## config.mk

```make
export PLATFORM = sky130hd
export DESIGN_NAME = bank_rd_sched_flat
export DESIGN_NICKNAME = d
export VERILOG_FILES = /design/src/rtl/bank_rd_sched_pkg.sv /design/src/rtl/bank_rd_sched_if.sv /design/src/rtl/bank_rd_sched_slot.sv /design/src/rtl/bank_rd_sched.sv /design/src/flat_wrapper.sv
export SDC_FILE = /design/constraint.sdc
export NUM_CORES = 1
export LEC_CHECK = 0
export ABC_AREA = 1
export BUFFER_PORTS_ARGS = -buffer_cell sky130_fd_sc_hd__clkbuf_2
export CORE_AREA = 2 2 126 128
export CTS_CLUSTER_SIZE = 40
export DETAILED_ROUTE_END_ITERATION = 6
export DIE_AREA = 0 0 128 130
export GPL_ROUTABILITY_DRIVEN = 0
export PLACE_DENSITY = 0.61
export SLEW_MARGIN = 20
export SYNTH_ARGS = -nofsm -noshare
export SYNTH_HDL_FRONTEND = slang
export SYNTH_SLANG_ARGS = --single-unit
```

## constraint.sdc

```tcl
create_clock -name clk -period 6.2 [get_ports clk]
set_clock_uncertainty 0.05 [all_clocks]
set_input_delay 0.62 -clock clk [delete_from_list [all_inputs] [get_ports clk]]
set_output_delay 0.62 -clock clk [all_outputs]
set_load 0.01 [all_outputs]
```

## src/rtl/bank_rd_sched_pkg.sv

```systemverilog
// Shared types, sizes and helpers for the banked-RAM read scheduler.
// Optional feature macro: BRS_AGING_EN (per-requester age counters and urgency).
package bank_rd_pkg;

  localparam int BANKBITS = 5;
  localparam int WORDBITS = 9;
  localparam int RDLAT    = 2;
  localparam int ADDRW    = BANKBITS + WORDBITS;
  localparam int NREQ     = 3;

`ifdef BRS_AGING_EN
  localparam int AGEMAX   = 4;
  localparam int AGEW     = $clog2(AGEMAX + 1);
`endif

  // Requester / lane indices: lane k of m_en and m_addr belongs to requester k.
  typedef enum int {
    REQ_I = 0,
    REQ_D = 1,
    REQ_C = 2
  } req_e;

  typedef logic [ADDRW-1:0]    addr_t;
  typedef logic [BANKBITS-1:0] bank_t;

  function automatic bank_t bank_of(input addr_t addr);
    return addr[WORDBITS +: BANKBITS];
  endfunction

endpackage

```

## src/rtl/bank_rd_sched_if.sv

```systemverilog
// Requester-side and RAM-side signals of the read scheduler.
// Index k of every vector is requester k (i=0, d=1, c=2).
// Optional feature macro: BRS_AGING_EN (no effect on this interface).
interface bank_rd_sched_if;
  import bank_rd_pkg::*;

  logic [NREQ-1:0]            req;
  logic [NREQ-1:0][ADDRW-1:0] addr;
  logic [NREQ-1:0]            rdy;
  logic [NREQ-1:0]            rvalid;
  logic [NREQ-1:0]            m_en;
  logic [NREQ-1:0][ADDRW-1:0] m_addr;
  logic                       busy;

  // Requester / bench side.
  modport master (
    output req, addr,
    input  rdy, rvalid, m_en, m_addr, busy
  );

  // Scheduler side.
  modport slave (
    input  req, addr,
    output rdy, rvalid, m_en, m_addr, busy
  );

endinterface

```

## src/rtl/bank_rd_sched_slot.sv

```systemverilog
// One requester slot: a single buffered read, its age (aging build only)
// and the read-latency pipe that turns the lane issue into rvalid.
// Optional feature macro: BRS_AGING_EN.
module brs_slot
  import bank_rd_pkg::*;
(
  input  logic  clk,
  input  logic  rst,
  input  logic  i_req,
  input  addr_t i_addr,
  input  logic  i_win,       // this slot issues at the coming edge
  input  logic  i_issued,    // registered lane strobe (m_en[k])
  output logic  o_rdy,
  output logic  o_pend,
  output addr_t o_paddr,
  output logic  o_urgent,
  output logic  o_rvalid,
  output logic  o_pipe_busy
);

  logic             r_pend;
  addr_t            r_paddr;
  logic [RDLAT-1:0] r_rv_pipe;

  // Load on accept, release on win; a pending slot never accepts.
  // NOTE: registers are written with <= so every flop samples pre-edge values.
  always_ff @(posedge clk) begin
    if (rst) begin
      r_pend  <= 1'b0;
      r_paddr <= '0;
    end else if (i_win) begin
      r_pend  <= 1'b0;
    end else if (i_req && !r_pend) begin
      r_pend  <= 1'b1;
      r_paddr <= i_addr;
    end
  end

`ifdef BRS_AGING_EN
  logic [AGEW-1:0] r_age;

  // Count lost arbitration cycles, saturating; cleared on win or while idle.
  always_ff @(posedge clk) begin
    if (rst) begin
      r_age <= '0;
    end else if (i_win || !r_pend) begin
      r_age <= '0;
    end else if (r_age != AGEW'(AGEMAX)) begin
      r_age <= r_age + 1'b1;
    end
  end

  assign o_urgent = r_pend && (r_age == AGEW'(AGEMAX));
`else
  assign o_urgent = 1'b0;
`endif

  // Delay the lane strobe by the RAM latency; reads in flight die on reset.
  always_ff @(posedge clk) begin
    if (rst) begin
      r_rv_pipe <= '0;
    end else begin
      r_rv_pipe[0] <= i_issued;
      for (int j = 1; j < RDLAT; j++) begin
        r_rv_pipe[j] <= r_rv_pipe[j-1];
      end
    end
  end

  assign o_rdy       = ~r_pend;
  assign o_pend      = r_pend;
  assign o_paddr     = r_paddr;
  assign o_rvalid    = r_rv_pipe[RDLAT-1];
  assign o_pipe_busy = |r_rv_pipe;

endmodule

```

## src/rtl/bank_rd_sched.sv

```systemverilog
// Three-requester registered read scheduler for the banked activation/weight RAM.
// Greedy per-cycle bank-conflict arbitration: urgent requesters first, then the
// rest, i > d > c within each class; every non-conflicting read issues on its lane.
// Optional feature macro: BRS_AGING_EN (age-based urgency; otherwise fixed priority).
module bank_rd_sched
  import bank_rd_pkg::*;
(
  input  logic            clk,
  input  logic            rst,
  bank_rd_sched_if.slave  bus
);

  logic [NREQ-1:0]            w_pend;
  logic [NREQ-1:0]            w_urgent;
  logic [NREQ-1:0]            w_win;
  logic [NREQ-1:0]            w_rdy;
  logic [NREQ-1:0]            w_rvalid;
  logic [NREQ-1:0]            w_pipe_busy;
  logic [NREQ-1:0][ADDRW-1:0] w_paddr;
  logic [(2**BANKBITS)-1:0]   w_bank_used;

  logic [NREQ-1:0]            r_m_en;
  logic [NREQ-1:0][ADDRW-1:0] r_m_addr;

  for (genvar k = 0; k < NREQ; k++) begin : g_slot
    brs_slot u_slot (
      .clk         (clk),
      .rst         (rst),
      .i_req       (bus.req[k]),
      .i_addr      (bus.addr[k]),
      .i_win       (w_win[k]),
      .i_issued    (r_m_en[k]),
      .o_rdy       (w_rdy[k]),
      .o_pend      (w_pend[k]),
      .o_paddr     (w_paddr[k]),
      .o_urgent    (w_urgent[k]),
      .o_rvalid    (w_rvalid[k]),
      .o_pipe_busy (w_pipe_busy[k])
    );
  end

  // Greedy walk: urgent pass then normal pass, lane order i,d,c; a bank is
  // claimed only by a requester that actually issues, so a loser blocks nobody.
  // NOTE: every always_comb output gets a default first, so no latch can form.
  always_comb begin
    w_win       = '0;
    w_bank_used = '0;
    for (int pass = 0; pass < 2; pass++) begin
      for (int k = 0; k < NREQ; k++) begin
        if (w_pend[k] && (w_urgent[k] == (pass == 0)) &&
            !w_bank_used[bank_of(w_paddr[k])]) begin
          w_win[k]                         = 1'b1;
          w_bank_used[bank_of(w_paddr[k])] = 1'b1;
        end
      end
    end
  end

  // Lane output registers: strobe for one cycle per win, address holds otherwise.
  always_ff @(posedge clk) begin
    if (rst) begin
      r_m_en   <= '0;
      r_m_addr <= '0;
    end else begin
      r_m_en <= w_win;
      for (int k = 0; k < NREQ; k++) begin
        if (w_win[k]) begin
          r_m_addr[k] <= w_paddr[k];
        end
      end
    end
  end

  assign bus.rdy    = w_rdy;
  assign bus.rvalid = w_rvalid;
  assign bus.m_en   = r_m_en;
  assign bus.m_addr = r_m_addr;
  assign bus.busy   = (|w_pend) | (|w_pipe_busy) | (|r_m_en);

endmodule

```

## src/flat_wrapper.sv

```systemverilog
// flat-port wrapper written by rule: the top's interface ports become plain ports
module bank_rd_sched_flat import bank_rd_pkg::*;
  (clk, rst, bus_req, bus_addr, bus_rdy, bus_rvalid, bus_m_en, bus_m_addr, bus_busy);
  bank_rd_sched_if bus_i ();
  input  logic clk;
  input  logic rst;
  input wire logic [$bits(bus_i.req)-1:0] bus_req;
  input wire logic [$bits(bus_i.addr)-1:0] bus_addr;
  output wire logic [$bits(bus_i.rdy)-1:0] bus_rdy;
  output wire logic [$bits(bus_i.rvalid)-1:0] bus_rvalid;
  output wire logic [$bits(bus_i.m_en)-1:0] bus_m_en;
  output wire logic [$bits(bus_i.m_addr)-1:0] bus_m_addr;
  output wire logic [$bits(bus_i.busy)-1:0] bus_busy;
  assign bus_i.req = bus_req;
  assign bus_i.addr = bus_addr;
  assign bus_rdy = bus_i.rdy;
  assign bus_rvalid = bus_i.rvalid;
  assign bus_m_en = bus_i.m_en;
  assign bus_m_addr = bus_i.m_addr;
  assign bus_busy = bus_i.busy;
  bank_rd_sched u_core (.clk(clk), .rst(rst), .bus(bus_i));
endmodule
```

-- Word-level counts from Yosys, hierarchy flattened
Memory sizes are Yosys's and may differ from the RTL's. A register that Yosys moved wholly into a read port is not among the register bits.
Cells that the tools add are included.
- order comparisons: 5
- reduce and logical (&&, ||, !) cells: 23
- mux-type cells: 16
- bitwise gates (word level): 9
- operators by type and width (kind ; number):
    32-bit two-way mux ; 2
    32-bit OR ; 1
    5-bit by 6-bit less-than comparator with 1-bit output, second input constant ; 3
    1-bit binary-select mux with 5-bit select ; 2
    1-bit demux with 5-bit select ; 2
    5-bit by 1-bit >= comparator with 1-bit output, second input constant ; 2
    5-bit two-way mux ; 2
    1-bit logical AND ; 8
    1-bit two-way mux ; 8
    1-bit logical NOT ; 6
    1-bit NOT ; 6
    2-bit AND reduction ; 3
    2-bit OR reduction ; 3
    3-bit OR reduction ; 2
    6-bit OR reduction ; 1
    1-bit OR ; 2
- register bits after elaboration: 96
- memories: 1
- bits in read-only memories: 32
- memory list (memory ; depth ; width ; read ports ; clocked after Yosys merged registers in ; wr ports ; RTL line ; RTL):
    (no name shown) ; 32 ; 1 ; 1 ; 1 ; 0 ; bank_rd_sched.sv:51 ; !w_bank_used[bank_of(w_paddr[k])]) begin

-- Logic depth before layout (Yosys ltp)
Gate-level depths: netlist of run 1.
- depth after elaboration: 17
- depth in mapped cells: 24
- mapped depth without buffers: 23

-- Cells and area by module
From an unflattened synthesis of run 1, not the netlist that was laid out.
- cell total of the unflattened synthesis: 1440
- area total of the unflattened synthesis: 7793.7 µm²
- modules (own cells, without submodules) (module ; cells each ; sequential area each (µm²) ; area an instance (µm²) ; instances):
    bank_rd_sched ; 1131 ; 900.9 ; 5703.0 ; 1
    brs_slot ; 103 ; 340.3 ; 696.9 ; 3

-- Least setup slack after synthesis of run 1
Ideal clock, no wire load.
- path type: reg2reg
- start point: register u_core.g_slot[0].u_slot.r_pend
- end point: register u_core.r_m_addr, in the netlist u_core.bus.m_addr[37]
- data required time: 6.036 ns
- buffers on the path: 3
- data arrival time: 2.203 ns
- cell stages (with the launch flop): 22
- period minus slack after synthesis: 2.367 ns
- path slack: 3.833 ns
- cells stage by stage: dfxtp_1 -> buf_2 -> nand3_1 -> nor2_1 -> nand2_1 -> nand2_1 -> nor2_1 -> nand2_1 -> inv_2 -> nand2_1 -> nor2_4 -> nand2_2 -> buf_4 -> o21ai_1 -> nand3_1 -> nand3_1 -> nand3_1 -> nand3_1 -> nand2_2 -> buf_2 -> nand4_1 -> nand2_1
- word-level cells in the longest chain between the ends: 12
- RTL lines (element ; RTL line ; RTL):
    start, declared ; bank_rd_sched_slot.sv:21 ; logic r_pend;
    start signal, assigned ; bank_rd_sched_slot.sv:29 ; r_pend <= 1'b0;
    start signal, assigned ; bank_rd_sched_slot.sv:32 ; r_pend <= 1'b0;
    start signal, assigned ; bank_rd_sched_slot.sv:34 ; r_pend <= 1'b1;
    1-bit logical AND * ; bank_rd_sched.sv:50 ; if (w_pend[k] && (w_urgent[k] == (pass == 0)) &&
    32-bit two-way mux * ; bank_rd_sched.sv:50 ;
    1-bit binary-select mux with 5-bit select ; bank_rd_sched.sv:51 ;
    1-bit two-way mux (not written as such) ; bank_rd_sched.sv:51 ;
    1-bit logical NOT ; bank_rd_sched.sv:51 ;
    1-bit logical AND ; bank_rd_sched.sv:50 ;
    32-bit two-way mux * ; bank_rd_sched.sv:50 ;
    1-bit binary-select mux with 5-bit select * ; bank_rd_sched.sv:51 ;
    1-bit two-way mux (not written as such) * ; bank_rd_sched.sv:51 ;
    1-bit logical NOT * ; bank_rd_sched.sv:51 ;
    1-bit logical AND * ; bank_rd_sched.sv:50 ;
    1-bit two-way mux * ; bank_rd_sched.sv:50 ;
    end signal, assigned by index ; bank_rd_sched.sv:68 ; r_m_addr[k] <= w_paddr[k];
    end, declared ; bank_rd_sched.sv:23 ; logic [NREQ-1:0][ADDRW-1:0] r_m_addr;
Mark *: on every way between the ends. The rest lies on a longest branch, timed or not. The select of a mux whose other input is x is not followed.
A chain may end at the register's enable or synchronous reset.

-- Worst setup path in the final report of run 1
- start point: register u_core.g_slot[0].u_slot.r_paddr[13]
- end point: register u_core.r_m_addr, in the netlist u_core.bus.m_addr[35]
- word-level cells in the longest chain between the ends: 15
- RTL lines (element ; RTL line ; RTL):
    start, declared ; bank_rd_sched_slot.sv:22 ; addr_t r_paddr;
    start signal, assigned ; bank_rd_sched_slot.sv:35 ; r_paddr <= i_addr;
    5-bit by 6-bit less-than comparator with 1-bit output or 5-bit by 1-bit >= comparator with 1-bit output (tied branches) ; - ;
    1-bit logical AND (not written as such) ; bank_rd_sched.sv:53 ; w_bank_used[bank_of(w_paddr[k])] = 1'b1;
    1-bit two-way mux ; - ;
    1-bit demux with 5-bit select * ; - ;
    32-bit two-way mux * ; bank_rd_sched.sv:50 ;
    1-bit binary-select mux with 5-bit select ; bank_rd_sched.sv:51 ;
    1-bit two-way mux (not written as such) ; bank_rd_sched.sv:51 ;
    1-bit logical NOT ; bank_rd_sched.sv:51 ;
    1-bit logical AND ; bank_rd_sched.sv:50 ;
    32-bit two-way mux * ; bank_rd_sched.sv:50 ;
    1-bit binary-select mux with 5-bit select * ; bank_rd_sched.sv:51 ;
    1-bit two-way mux (not written as such) * ; bank_rd_sched.sv:51 ;
    1-bit logical NOT * ; bank_rd_sched.sv:51 ;
    1-bit logical AND * ; bank_rd_sched.sv:50 ;
    1-bit two-way mux * ; bank_rd_sched.sv:50 ;
Marked as above.

==> impl_metrics.tcl, run 1 <==
set metrics [dict create \
    fin_nets 825 \
    die-height_um 130 \
    finalSetupViolCount 0 \
    antenna_found_initial 0 \
    root_buffer "clkbuf_16" \
    cp.arrival_ns 3.93 \
    syn_avg_cell_area_um2 6.48 \
    p_clk_share_pct 39.0 \
    drt_first_pass_iters 5 \
    syn2layout_area_growth_pct 17.8 \
    synth-edff-count 0 \
    dpl.cell_count 959 \
    ant_nets 0 \
    power.internal_mw 1.08 \
    rsz0062_at_grt "no" \
    switching_share_pct 28.1 \
    nFillCells 1700 \
    drt_iter0_markers 327 \
    crit_top_cell "nand3_1" \
    initial_core_util_pct 30.0 \
    core_um2 15400 \
    stdcell_count 975 \
    path_clk_slew_ns 0.07 \
    yosysTopAreaCell "dfxtp_1" \
    tns_ns 0 \
    ys_seq_area_share_pct 41.5 \
    clk_latency_ns 0.35 \
    worstSetupEndpointType "flop" \
    worstSetupPathType "reg2reg" \
    num_vias 4803 \
    ys_warn_count 0 \
    cts_tree "built" \
    layout-drive-gt1-share_pct 16.9 \
    cp.required_ns 6.44 \
    cpPeakStageDelay_ns 0.45 \
    netlist.area_leader.share_pct 41.5 \
    wirelength_mm 13.4 \
    hp-class "reg2reg" \
    fmax_mhz 271 \
    cts_buffers 9 \
    clock_path_buffers 2 \
    finalHoldViolCount 0 \
    diodes 0 \
    crit_chain "inv_2, nand3_1, nor2_1, nand2_1, nand2_1, nor2_1, nand2_1, inv_2, nand2_1, nor2_4, nand2_2, o21ai_0, nand3_1, nand3_1, nand3_1, nand3_1, nand2_2, nand2_4, nand3_1, nand2_1" \
    power_density_nw_per_um2 275 \
    synth.net_count 761 \
    grt_pass1_vias 4310 \
    ir_drop_mv 0.142 \
    syn_inst 714 \
    synth_ff_type "dfxtp_1" \
    portBuffers 98 \
    dieArea_um2 16600 \
    layout_min_cycle_time_ns 3.70 \
    worst_pin_slew_ns 0.947 \
    ff_latch_area_um2 1920 \
    grt_max_degree 60 \
    vias_per_cell 4.93 \
    async_flop_share_pct 0 \
    combinationalPowerShare_pct 14.7 \
    final_cell_mix "nor2_1 (157), nand2_1 (142), nand3_1 (118), clkbuf_2 (98), dfxtp_1 (96)" \
    holdWs_ns 0.375 \
    die_x_um 128 \
    fin_util_pct 35.3 \
    drv_slew 0 \
    rows 46 \
    power.share.sequential_pct 46.3 \
    finalCritPeriodShare_pct 59.6 \
    synth_area_leaders "dfxtp_1 (42%), nand3_1 (13%), nor2_1 (13%)" \
    final_common_cell "nor2_1" \
    critPathLaunchType "flop" \
    wl_per_cell_um 13.7 \
    finalPower_mw 1.50 \
    worstPathMaxFanout 25 \
    cts_resized 0 \
    cts_setup_buffers 0 \
    synth_seq_cells 96 \
    grt_use_total_pct 16.2 \
    ios 99 \
    max_slew_margin_pct 36.7 \
    leakagePower_nw 2.54 \
    grt_pass1_wl_mm 21.6 \
    drcViolationCount 0 \
    cts_max_level 3 \
    status "finished clean" \
    multi_input_area_um2 2300 \
    switchingPower_mw 0.422 \
    synth.cell_area_um2 4630 \
    critPathSlowestCell "dfxtp_1" \
    maxCapViolations 0 \
    numClockSinks 96 \
    hold_buffers 0 \
    reg2reg_slack_ns 2.50 \
    gr-total-overflow 0 \
    hpwl_mm 9.38 \
    ys_types 23 \
]
-- logic make-up (layout without fill, tap and decap cells) --
family	count (synthesis)	count (layout)	synth area share, %
flip-flops	96	96	41.5
AND/OR/NAND/NOR	444	444	40.9
AO/OA/AOI/OAI	80	80	8.76
buffers and inverters	94	163	8.84
-- cell usage after synthesis (2+ instances only) --
cell,count
buf_2,9
nor4_1,3
o21ai_1,7
inv_1,32
nor2_1,157
dfxtp_1,96
nor3_1,4
a211oi_1,2
nor2_4,2
nand2_1,142
o21ai_0,54
clkbuf_1,25
nand2_2,2
nand3_1,118
nand4_1,14
inv_2,11
a21oi_1,17
clkinv_1,5
buf_4,10
-- critical path: cells and delay by family, from the launching register on --
family	cells	cell delay (ns)
simple gates	17	2.60
flops	1	0.45
compound gates	1	0.35
buf+inv	2	0.15
-- sequential cells by signal (all words and copies together) (netlist names) --
name                            flops
u_core.g_slot.u_slot.o_pend         3
u_core.g_slot.u_slot.o_paddr       42
u_core.bus.m_en                     3
u_core.bus.m_addr                  42
u_core.g_slot.u_slot.r_rv_pipe      6
-- per-layer routing --
metal	track usage [%]	vias to the layer above	share of wire, %
met1	22.3	2136	47
met2	24.5	201	43
met4	5.82	0	1.8
met3	4.43	22	8.2
met5	0	-	0
li1	-	2444	-
-- final timing paths --
kind	cells after the start	from	end
max	20	u_core.g_slot[0].u_slot.o_paddr[13]	u_core.bus.m_addr[35]
min	2	u_core.g_slot[1].u_slot.r_rv_pipe[0]	u_core.g_slot[1].u_slot.r_rv_pipe[1]
max reg2reg	20	u_core.g_slot[0].u_slot.o_paddr[13]	u_core.bus.m_addr[35]
min reg2reg	2	u_core.g_slot[1].u_slot.r_rv_pipe[0]	u_core.g_slot[1].u_slot.r_rv_pipe[1]
-- power by group through the flow --
stage	sequential, mW	clock [mW]	combinational [mW]
global route	0.699	0.627	0.251
global placement	0.707	0	0.219
CTS	0.693	0.604	0.221
floorplan	0.694	0	0.164
detailed placement	0.706	0	0.220
finish	0.694	0.585	0.220
-- stage by stage --
stage / setup slack (ns) / cell area, um^2
2_1_floorplan: 3.83 / 4630
3_3_place_gp: 2.61 / 5140
3_5_place_dp: 2.59 / 5140
4_1_cts: 2.55 / 5450
5_1_grt: 2.08 / 5450
6_report: 2.50 / 5450
-- layout make-up --
cell class	count	share of cell area, %
clock buffers	10	4.20
inverters	48	3.31
repair buffers	99	9.14
flip-flops and latches	96	35.3
clock inverters	6	1.54
multi-input cells	524	42.1
well taps	192	4.41
Note: power is estimated with default switching activity, not from simulation.
==> run 2: changes to the inputs <==
--- a/config.mk
+++ b/config.mk
@@ -12,7 +12,7 @@
 export DETAILED_ROUTE_END_ITERATION = 6
 export DIE_AREA = 0 0 128 130
 export GPL_ROUTABILITY_DRIVEN = 0
-export PLACE_DENSITY = 0.61
+export PLACE_DENSITY = 0.62
 export SLEW_MARGIN = 20
 export SYNTH_ARGS = -nofsm -noshare
 export SYNTH_HDL_FRONTEND = slang
==> constraint.sdc (replaced) <==
create_clock -name clk -period 3.25 [get_ports clk]
set_clock_uncertainty 0.05 [all_clocks]
set_input_delay 0.325 -clock clk [delete_from_list [all_inputs] [get_ports clk]]
set_output_delay 0.325 -clock clk [all_outputs]
set_load 0.01 [all_outputs]
==> run 2 against run 1 <==
Compared with the run above: global-route usage is 0.36 points higher; critical path depth down 2; worst setup slack got worse by 2.2 ns; sequential power up 89%; clock power is 97% higher; sequential share of layout area shrank 0.95 points; largest cell class unchanged; highest routed layer unchanged.
==> impl_metrics.tcl, run 2 (synthesized netlist as in run 1, its figures left out) <==
set metrics [dict create \
    hp-class "in2reg" \
    combinationalPowerShare_pct 16.0 \
    maxCapViolations 0 \
    portBuffers 98 \
    gr-total-overflow 0 \
    fmax_mhz 341 \
    finalHoldViolCount 0 \
    grt_pass1_vias 4486 \
    p_clk_share_pct 39.3 \
    finalSetupViolCount 0 \
    leakagePower_nw 2.62 \
    wl_per_cell_um 13.9 \
    grt_max_degree 56 \
    path_clk_slew_ns 0.07 \
    cts_max_level 3 \
    grt_use_total_pct 16.6 \
    wirelength_mm 13.8 \
    root_buffer "clkbuf_16" \
    drcViolationCount 0 \
    cts_buffers 9 \
    switching_share_pct 28.2 \
    die-height_um 130 \
    clock_path_buffers 2 \
    fin_nets 840 \
    cp.required_ns 3.43 \
    layout-drive-gt1-share_pct 19.0 \
    drt_iter0_markers 543 \
    fin_util_pct 36.3 \
    drt_first_pass_iters 5 \
    numClockSinks 96 \
    die_x_um 128 \
    power.internal_mw 2.10 \
    power_density_nw_per_um2 522 \
    power.share.sequential_pct 44.8 \
    switchingPower_mw 0.823 \
    num_vias 4879 \
    syn2layout_area_growth_pct 21.1 \
    holdWs_ns 0.146 \
    hpwl_mm 9.83 \
    rsz0062_at_grt "no" \
    worstSetupEndpointType "flop" \
    critPathLaunchType "flop" \
    final_cell_mix "nor2_1 (157), nand2_1 (142), nand3_1 (114), clkbuf_2 (98), dfxtp_1 (95)" \
    ant_nets 0 \
    cts_tree "built" \
    clk_latency_ns 0.35 \
    drv_slew 0 \
    dieArea_um2 16600 \
    initial_core_util_pct 30.0 \
    worstSetupPathType "reg2reg" \
    antenna_found_initial 0 \
    tns_ns 0 \
    diodes 0 \
    crit_top_cell "nand2_1" \
    core_um2 15400 \
    cp.arrival_ns 3.12 \
    grt_pass1_wl_mm 22.0 \
    worstPathMaxFanout 11 \
    finalCritPeriodShare_pct 90.4 \
    max_slew_margin_pct 55.6 \
    crit_chain "inv_2, nand2_1, inv_2, nand2_1, nand2_1, o21ai_1, nand2_1, nor2_2, nand3_1, nand2_1, nand3_1, nand3_1, nand3_1, nand3_1, nand2_2, buf_4, nand4_1, nand2_1" \
    cpPeakStageDelay_ns 0.47 \
    worst_pin_slew_ns 0.665 \
    status "finished clean" \
    final_common_cell "nor2_1" \
    layout_min_cycle_time_ns 2.94 \
    ir_drop_mv 0.302 \
    vias_per_cell 4.93 \
    ios 99 \
    critPathSlowestCell "nor2_2" \
    rows 46 \
    cts_setup_buffers 0 \
]
==> run 2: timing repair <==
| item | in CTS | in global routing |
|---|---|---|
| hold buffers | 0 | 0 |
| endpoints found under the setup margin | 0 | 16 |
| gates resized for setup | 0 | 5 |
==> run 2: area by class of cell <==
class | instances | area, um^2
Fill cell | 1683 | 9820
Multi-Input combinational cell | 525 | 2320
Sequential cell | 96 | 1920
Timing Repair Buffer | 113 | 616
Clock buffer | 11 | 243
Tap cell | 192 | 240
Inverter | 48 | 180
Clock inverter | 5 | 78.8
==> run 2: final timing paths <==
check                                             from                                    to  slack (ns)  cells after the start
setup / recovery    u_core.g_slot[1].u_slot.o_paddr[9]                 u_core.bus.m_addr[30]        0.31                     18
hold / removal                            bus_addr[20]    u_core.g_slot[1].u_slot.o_paddr[6]        0.15                      3
setup reg to reg    u_core.g_slot[1].u_slot.o_paddr[9]                 u_core.bus.m_addr[30]        0.31                     18
hold reg to reg   u_core.g_slot[0].u_slot.r_rv_pipe[0]  u_core.g_slot[0].u_slot.r_rv_pipe[1]        0.38                      2
==> run 2: per-layer routing <==
metal,up-vias,global-route usage (%),part of all wire [%]
met2,232,25.2,42
met5,-,0,0
met3,30,4.76,8.9
met1,2145,22.6,47
met4,0,5.88,2.4
li1,2472,-,-
==> run 2: critical path, delay by kind of cell, from the launching register on <==
family | cells | cell delay (ns)
AO/OA/AOI/OAI | 1 | 0.12
buffers and inverters | 3 | 0.41
flip-flops | 1 | 0.37
AND/OR/NAND/NOR | 14 | 1.85
==> run 2: through the flow <==
stage / setup slack (ns) / cells / area [um^2] / power (mW)
floorplan: 0.883 / 714 / 4630 / 1.64
global placement: 0.330 / 973 / 5260 / 1.79
detailed placement: 0.323 / 973 / 5260 / 1.79
CTS: 0.301 / 989 / 5580 / 2.96
global route: 0.00867 / 990 / 5600 / 3.07
finish: 0.313 / 990 / 5600 / 2.92
==> run 2: power groups by stage <==
stage	sequential, mW	combinational [mW]	clock (mW)
CTS	1.31	0.462	1.19
detailed placement	1.33	0.460	0
global route	1.32	0.526	1.23
floorplan	1.32	0.312	0
finish	1.31	0.468	1.15
global placement	1.33	0.461	0
==> run 3: changes to the inputs <==
--- a/config.mk
+++ b/config.mk
@@ -7,12 +7,13 @@
 export LEC_CHECK = 0
 export ABC_AREA = 1
 export BUFFER_PORTS_ARGS = -buffer_cell sky130_fd_sc_hd__clkbuf_2
-export CORE_AREA = 2 2 126 128
+export CORE_AREA = 2 2 132 121
 export CTS_CLUSTER_SIZE = 40
 export DETAILED_ROUTE_END_ITERATION = 6
-export DIE_AREA = 0 0 128 130
+export DIE_AREA = 0 0 134 123
 export GPL_ROUTABILITY_DRIVEN = 0
-export PLACE_DENSITY = 0.62
+export MAX_ROUTING_LAYER = met4
+export PLACE_DENSITY = 0.63
 export SLEW_MARGIN = 20
 export SYNTH_ARGS = -nofsm -noshare
 export SYNTH_HDL_FRONTEND = slang
==> run 3 against run 2 <==
Compared with the run above: total power shrank 2.2%; clock-buffer cell count decreased by 1; combinational power grew 2%; clock power down 6%; design area about the same; first-iteration DRC count down 1.7%; non-clock buffer count is 3 higher; routed wire length fell by 1.5%; register-to-register slack lost 0.02 ns; critical endpoint is now u_core.bus.m_addr[36]; largest power group unchanged; highest routed layer unchanged.
==> impl_metrics.tcl, run 3 (synthesized netlist as in run 1, its figures left out) <==
set metrics [dict create \
    status "finished clean" \
    ant_nets 0 \
    drcViolationCount 0 \
    gr-total-overflow 0 \
    layout-drive-gt1-share_pct 19.0 \
    wl_per_cell_um 13.6 \
    ff_latch_area_um2 1920 \
    cts_tree "built" \
    syn2layout_area_growth_pct 21.2 \
    grt_pass1_vias 4486 \
    cts_buffers 9 \
    ios 99 \
    top_layer "met4" \
    diodes 0 \
    core_um2 15100 \
    drv_slew 0 \
    critPathLaunchType "flop" \
    worst_pin_slew_ns 0.723 \
    holdWs_ns 0.155 \
    grt_max_degree 56 \
    power_density_nw_per_um2 510 \
    wl_met1_mm 6.47 \
    met2WireLength_mm 5.62 \
    r2r_start "u_core.g_slot[0].u_slot.o_pend" \
    max_slew_margin_pct 51.6 \
    die-height_um 123 \
    fmax_mhz 339 \
    multi_input_area_um2 2310 \
    worstPathMaxFanout 12 \
    critPathLaunch "u_core.g_slot[0].u_slot.o_pend" \
    finalHoldViolCount 0 \
    initial_core_util_pct 30.6 \
    crit_chain "nand3_1, nor2_1, nand2_1, nand2_1, o21ai_1, nand2_1, nor2_2, nand3_1, nand2_1, nand3_1, nand3_1, nand3_1, nand3_1, nand2_2, buf_4, nand4_1, nand2_1" \
    cp.required_ns 3.44 \
    layout_min_cycle_time_ns 2.95 \
    rsz0062_at_grt "no" \
    numClockSinks 96 \
    stdcell_count 1003 \
    drt_iter0_markers 534 \
    hpwl_mm 9.62 \
    clock_path_buffers 2 \
    maxCapViolations 0 \
    drt_first_pass_iters 5 \
    root_buffer "clkbuf_16" \
    critPathSlowestCell "nor2_2" \
    hp-class "in2reg" \
    num_vias 4857 \
    wl_met3_mm 1.16 \
    finalPower_mw 2.86 \
    path_clk_slew_ns 0.07 \
    crit_top_cell "nand3_1" \
    final_common_cell "nor2_1" \
    antenna_found_initial 0 \
    rows 43 \
    finalCritPeriodShare_pct 90.9 \
    wirelength_mm 13.6 \
    dpl.cell_count 983 \
    reg2reg_slack_ns 0.30 \
    leakagePower_nw 2.62 \
    r2r_end "u_core.bus.m_addr[36]" \
    ir_drop_mv 0.269 \
    grt_pass1_wl_mm 21.7 \
    cpPeakStageDelay_ns 0.45 \
    grt_use_total_pct 16.9 \
    fin_nets 843 \
    nFillCells 1610 \
    ff2ff_path_depth 17 \
    worstSetupEndpointType "flop" \
    hold_depth 3 \
    clk_latency_ns 0.34 \
    min_to "u_core.g_slot[1].u_slot.o_paddr[8]" \
    final_cell_mix "nor2_1 (157), nand2_1 (142), nand3_1 (117), clkbuf_2 (98), dfxtp_1 (96)" \
    cp.arrival_ns 3.14 \
    place_area_um2 5270 \
    min_from "bus_addr[22]" \
    dieArea_um2 16500 \
    finalSetupViolCount 0 \
    die_x_um 134 \
    portBuffers 98 \
    tns_ns 0 \
    worstSetupPathType "reg2reg" \
    cts_max_level 3 \
    vias_per_cell 4.84 \
    stdcell_area_um2 5610 \
]
==> run 3: final cells by class <==
type | count | share of cell area (%)
multi-input combinational | 525 | 41.2
sequential | 96 | 34.3
timing repair buffer | 116 | 11.4
tap | 202 | 4.51
clock buffer | 10 | 4.26
inverter | 48 | 3.21
clock inverter | 6 | 1.23
==> run 3: worst max-delay path by stage <==
stage                                                end  slack (ns)  depth (start not counted)
after floorplan                    u_core.bus.m_addr[37]        0.88                         21
after global placement             u_core.bus.m_addr[32]        0.25                         18
after CTS                          u_core.bus.m_addr[28]        0.20                         18
after detailed placement           u_core.bus.m_addr[28]        0.24                         18
after global routing      u_core.g_slot[2].u_slot.o_pend       0.004                         21
final                              u_core.bus.m_addr[36]        0.30                         17
==> run 3: worst max-delay path: cells and delay by family, from the launching register on <==
family	cells	cell delay (ns)
AND/OR/NAND/NOR	15	2.13
flip-flops	1	0.35
buffers and inverters	1	0.20
AO/OA/AOI/OAI	1	0.11
==> run 3: routing by layer <==
metal	global-route usage (%)	vias up
met4	6.25	0
met3	3.94	42
met1	22.7	2106
met2	25.0	231
li1	-	2478
met5	-	-
==> run 3: timing repair <==
item	CTS	global route
setup buffers	0	3
resized for setup	0	1
endpoints found under the setup margin	0	16
hold buffers	0	0
==> run 3: stage by stage <==
stage               util (%)  setup WS, ns
CTS                     36.9         0.200
floorplan                  -         0.883
global route            37.1       0.00440
global placement        34.8         0.252
finish                  37.1         0.297
detailed placement      34.8         0.235
==> run 3: where the power goes <==
group | switching (mW) | internal [mW]
Combinational | 0.316 | 0.161
Clock | 0.456 | 0.620
Sequential | 0.0555 | 1.25
Total | 0.828 | 2.03
